<file path="src/rtl/reg_alu_sequencer.sv">
// rtl/reg_alu_sequencer.sv - operand-fetch / execute / write-back sequencer around a 1R1W register bank
module reg_alu_sequencer #(
   parameter int DW = 8,
   parameter int AW = 2
) (
   input  logic          clk,
   input  logic          rst,
   input  logic          in_valid,
   output logic          in_ready,
   input  logic [2:0]    in_op,
   input  logic [AW-1:0] in_rd,
   input  logic [AW-1:0] in_rs1,
   input  logic [AW-1:0] in_rs2,
   input  logic [DW-1:0] in_imm,
   output logic [AW-1:0] rb_addr_R,
   output logic [AW-1:0] rb_addr_W,
   output logic          rb_ld,
   output logic [DW-1:0] rb_in,
   input  logic [DW-1:0] rb_out,
   output logic          done,
   output logic [DW-1:0] result,
   output logic          flag_z,
   output logic          flag_c
);

   localparam logic [2:0] OP_ADD = 3'b000;
   localparam logic [2:0] OP_SUB = 3'b001;
   localparam logic [2:0] OP_AND = 3'b010;
   localparam logic [2:0] OP_OR  = 3'b011;
   localparam logic [2:0] OP_XOR = 3'b100;
   localparam logic [2:0] OP_LDI = 3'b101;
   localparam logic [2:0] OP_MOV = 3'b110;
   localparam logic [2:0] OP_NOP = 3'b111;

   typedef enum logic [2:0] {IDLE, RD_A, RD_B, EXE, WB} state_t;

   state_t        state;
   logic [2:0]    op_q;
   logic [AW-1:0] rd_q, rs2_q;
   logic [DW-1:0] imm_q, opa_q, res_q;
   logic          c_q;
   logic [DW-1:0] alu_res;
   logic          alu_c;

   // B comes straight from the bank's read register during EXE.
   always_comb begin
      alu_res = '0;
      alu_c   = 1'b0;
      case (op_q)
         OP_ADD:  {alu_c, alu_res} = {1'b0, opa_q} + {1'b0, rb_out};
         OP_SUB:  {alu_c, alu_res} = {1'b0, opa_q} - {1'b0, rb_out};
         OP_AND:  alu_res = opa_q & rb_out;
         OP_OR:   alu_res = opa_q | rb_out;
         OP_XOR:  alu_res = opa_q ^ rb_out;
         OP_LDI:  alu_res = imm_q;
         OP_MOV:  alu_res = opa_q;
         default: alu_res = '0;
      endcase
   end

   always_ff @(posedge clk) begin
      if (rst) begin
         state     <= IDLE;
         in_ready  <= 1'b1;
         rb_ld     <= 1'b0;
         rb_addr_R <= '0;
         rb_addr_W <= '0;
         rb_in     <= '0;
         done      <= 1'b0;
         result    <= '0;
         flag_z    <= 1'b0;
         flag_c    <= 1'b0;
         op_q      <= OP_NOP;
         rd_q      <= '0;
         rs2_q     <= '0;
         imm_q     <= '0;
         opa_q     <= '0;
         res_q     <= '0;
         c_q       <= 1'b0;
      end else begin
         case (state)
            IDLE: begin
               if (in_valid) begin
                  op_q      <= in_op;
                  rd_q      <= in_rd;
                  rs2_q     <= in_rs2;
                  imm_q     <= in_imm;
                  rb_addr_R <= in_rs1;
                  in_ready  <= 1'b0;
                  state     <= RD_A;
               end
            end
            RD_A: begin
               rb_addr_R <= rs2_q;
               state     <= RD_B;
            end
            RD_B: begin
               opa_q <= rb_out;
               state <= EXE;
            end
            EXE: begin
               res_q     <= alu_res;
               c_q       <= alu_c;
               rb_addr_W <= rd_q;
               rb_in     <= alu_res;
               rb_ld     <= (op_q != OP_NOP);
               done      <= 1'b1;
               state     <= WB;
            end
            WB: begin
               if (op_q != OP_NOP) begin
                  result <= res_q;
                  flag_z <= (res_q == '0);
                  flag_c <= c_q;
               end
               rb_ld    <= 1'b0;
               done     <= 1'b0;
               in_ready <= 1'b1;
               state    <= IDLE;
            end
            default: state <= IDLE;
         endcase
      end
   end

endmodule

</file>
<file path="config.mk">
export PLATFORM = sky130hd
export DESIGN_NAME = reg_alu_sequencer
export DESIGN_NICKNAME = d
export VERILOG_FILES = /design/src/rtl/reg_alu_sequencer.sv
export SDC_FILE = /design/constraint.sdc
export NUM_CORES = 1
export LEC_CHECK = 0
export BUFFER_PORTS_ARGS = -buffer_cell sky130_fd_sc_hd__buf_4
export CAP_MARGIN = 20
export CORE_MARGIN = 10
export CORE_UTILIZATION = 40
export CTS_CLUSTER_SIZE = 40
export DETAILED_ROUTE_END_ITERATION = 8
export GPL_ROUTABILITY_DRIVEN = 0
export GPL_TIMING_DRIVEN = 0
export SETUP_SLACK_MARGIN = 0.05
export SLEW_MARGIN = 10
export SYNTH_ARGS = -nofsm -noshare
export SYNTH_HDL_FRONTEND = slang
export SYNTH_SLANG_ARGS = --single-unit
</file>
<file path="constraint.sdc">
create_clock -name clk -period 2.1 [get_ports clk]
set_input_delay 0.105 -clock clk [delete_from_list [all_inputs] [get_ports clk]]
set_output_delay 0.105 -clock clk [all_outputs]
set_load 0.03 [all_outputs]
</file>
==> metrics.yaml <==
hold_class: "in -> reg"
p_leak_nw: 1.85
cp_max_fo: 3
via_count: 3207
power_density_nw_per_um2: 590
grt_usage_pct: 15.3
finalNetCount: 542
diodes: 0
async_reset_ff_share_pct: 0
grt_max_degree: 18
syn2layout_area_growth_pct: 19.4
synth_cell_types: 64
pin_count: 53
wl_per_cell_um: 17.0
setup_ws_ns: 0.105
wirelength_um: 10100
clkPwrFrac_pct: 24.9
cts_hold_buf: 0
fillerInstances: 830
seq_power_share_pct: 44.6
critPathLaunchType: "flip-flop"
grt_pass1_wl_um: 16200
via_per_inst: 5.41
ys_seq_elements: 52
coreArea_sq_um: 8260
fp.dieH_um: 113
cp_data_required_time_ns: 2.29
avgSynthCellArea_sq_um: 7.99
swShare_pct: 35.2
synth_fp_nets: 484
p_comb_share_pct: 30.5
grt_pass1_vias: 3185
dp_slack_ns: -0.0436
maxCapViolations: 0
final_layout_size_suffix_gt1_share_pct: 21.5
rsz0062_at_grt: "true"
internal_power_mw: 1.57
power.switching_mw: 0.848
htreeDepth: 2
max_freq_ghz: 0.501
start_util_pct: 41.5
drt_iter0_drc: 207
netlist_area_sq_um: 3430
whs_ns: 0.0206
drc: 0
yosys_warnings: 0
cp-end-kind: "flip-flop"
clkSinkCount: 52
clk_pin_slew_ns: 0.10
worstMarginPinSlew_ns: 0.608
worst_clock_skew_ns: 0.00962
antenna_left: 0
synth_ff_type: "dfxtp_1"
cts-root-buf: "clkbuf_8"
die_w_um: 113
period_share_pct: 95.0
port_buffers: 51
max_slew_margin_pct: 59.5
firstDrtPassIters: 4
antenna_found_initial: 0
synth_edf_count: 0
maxSlewViolCount: 0
crit_type: "reg -> reg"
dieArea_sq_um: 12700
worstSkewPairLatency_ns: 0.31
numCtsBuffers: 5
synth_seq_area_share_pct: 30.4
fin_util_pct: 49.6
setup_viol: 0
peakVddDrop_uv: 274
dp_hpwl_um: 7750
overflow: 0
status: "complete, no violations"
arrival_ns: 2.18
cts_buffer_depth: 2
syn_inst: 429
cts_tree: "done"
finalCriticalPeriod_ns: 2.00
rows: 33
finalHoldViolations: 0
-- critical path, stage by stage, from the launching register on --
cell and delay [ns]:
dfxtp_2 0.35, inv_1 0.07, ha_1 0.21, fa_2 0.39
xor2_1 0.16, o211ai_1 0.21, a21oi_1 0.12, o31ai_2 0.26
a21oi_1 0.10
-- metal layers --
metal	share of wire [%]	GRT usage, %	up-vias
li1	-	-	1615
met2	47	25.0	80
met4	0.50	2.79	0
met5	0	0	-
met3	6.7	3.04	7
met1	46	20.3	1505
-- what timing repair did --
action,in CTS,in global routing
gates resized for setup,4,14
pin swaps,2,1
buffers inserted,0,0
gates cloned,0,0
endpoints found under the setup margin,3,6
-- metrics by stage --
stage	std cells	cell area, sq um	power [mW]	TNS (ns)
floorplan	429	3430	1.59	0
CTS	593	4050	2.41	0
global route	593	4090	2.54	0
global placement	585	3940	1.80	-0.00580
finish	593	4090	2.41	0
detailed placement	585	3940	1.81	-0.0599
-- registers in the layout, indices dropped and copies added (netlist names) --
name       count
c_q            1
rb_addr_R      2
rd_q           2
done           1
rb_addr_W      2
state          3
opa_q          8
result         8
op_q           3
rs2_q          2
in_ready       1
res_q          8
flag_z         1
rb_ld          1
flag_c         1
imm_q          8
-- layout by cell type, fill, tap and decap left out, types with 3 or more instances in the layout --
cell type / n
nor4_1: 5
o21a_1: 5
o21ai_0: 5
nand3_1: 10
nand3b_1: 7
o31ai_1: 4
a221o_1: 3
mux2i_1: 17
dfxtp_2: 3
buf_6: 4
buf_2: 15
inv_1: 21
buf_4: 54
clkbuf_1: 8
clkbuf_8: 5
dfxtp_1: 49
nor3_1: 6
a31oi_1: 3
o211ai_1: 5
a311oi_1: 4
nor2_1: 54
a21oi_1: 41
ha_1: 25
xnor2_1: 3
nor3b_1: 3
a21o_1: 7
o21ai_1: 4
nor2b_1: 7
nand2_1: 53
nand2b_1: 4
-- path summary, 6_finish.rpt --
check,start,end,slack (ns),cells past startpoint
worst max-delay path,opa_q[0]$_SDFFE_PP0N_,res_q[2]$_SDFFE_PP0P_,0.10,8
worst min-delay path,in_op[1],op_q[1]$_SDFFE_PP1P_,0.02,3
worst max register to register,opa_q[0]$_SDFFE_PP0N_,res_q[2]$_SDFFE_PP0P_,0.10,8
worst min register to register,rd_q[1]$_SDFFE_PP0P_,rd_q[1]$_SDFFE_PP0P_,0.46,2
-- logic make-up after synthesis --
kind of cell / share of synthesized area [%]
buf+inv: 7.48
simple gates: 24.1
fa+ha+maj: 10.3
xor+xnor: 1.02
compound gates: 20.8
flops: 30.4
mux: 5.95
-- power groups by stage --
stage          Combinational, mW  Clock (mW)  Sequential, mW
3_3_place_gp               0.704           0            1.10
3_5_place_dp               0.712           0            1.10
6_report                   0.736       0.602            1.08
5_1_grt                    0.810       0.648            1.08
4_1_cts                    0.719       0.618            1.08
2_1_floorplan              0.480           0            1.11
-- synthesized netlist by cell type (2+ instances only) --
library cell  instances  share of area (%)
buf_6                 4                1.3
nor2_1               54                5.9
ha_1                 25                9.1
mux2i_1              17                5.0
o31ai_1               5                1.1
xnor2_1               3               0.77
a21oi_1              42                6.1
nand3_1              11                1.6
a221oi_1              3               0.77
nor2b_1               7                1.3
nand2_1              53                5.8
inv_1                21                2.3
o2bb2ai_1             2               0.51
o21bai_1              2               0.44
nor3_1                7                1.0
clkbuf_1              8               0.88
buf_4                 3               0.66
o21ai_1               2               0.29
mux2_1                2               0.66
nor3b_1               3               0.66
a211oi_1              2               0.44
a311oi_1              4                1.0
a221o_1               3               0.88
nand2b_1              4               0.73
buf_2                16                2.3
o21ai_0               7                1.0
nand3b_1              7                1.5
a22oi_1               2               0.44
and2_1                2               0.37
or3_1                 2               0.37
fa_1                  2                1.2
a21o_1                7                1.5
nor4_1                5               0.91
o211ai_1              5                1.1
a31oi_1               3               0.55
o21a_1                5                1.1
dfxtp_1              52                 30
-- cell type report --
cell class	instances	area [sq um]	share of cell area (%)
Clock inverter	3	21.3	0.520
Inverter	21	78.8	1.93
Sequential cell	52	1040	25.5
Tap cell	105	131	3.21
Clock buffer	5	68.8	1.68
Timing Repair Buffer	51	383	9.35
Buffer	31	180	4.40
Multi-Input combinational cell	325	2180	53.4
No activity file was read; power rests on OpenSTA's default activity.
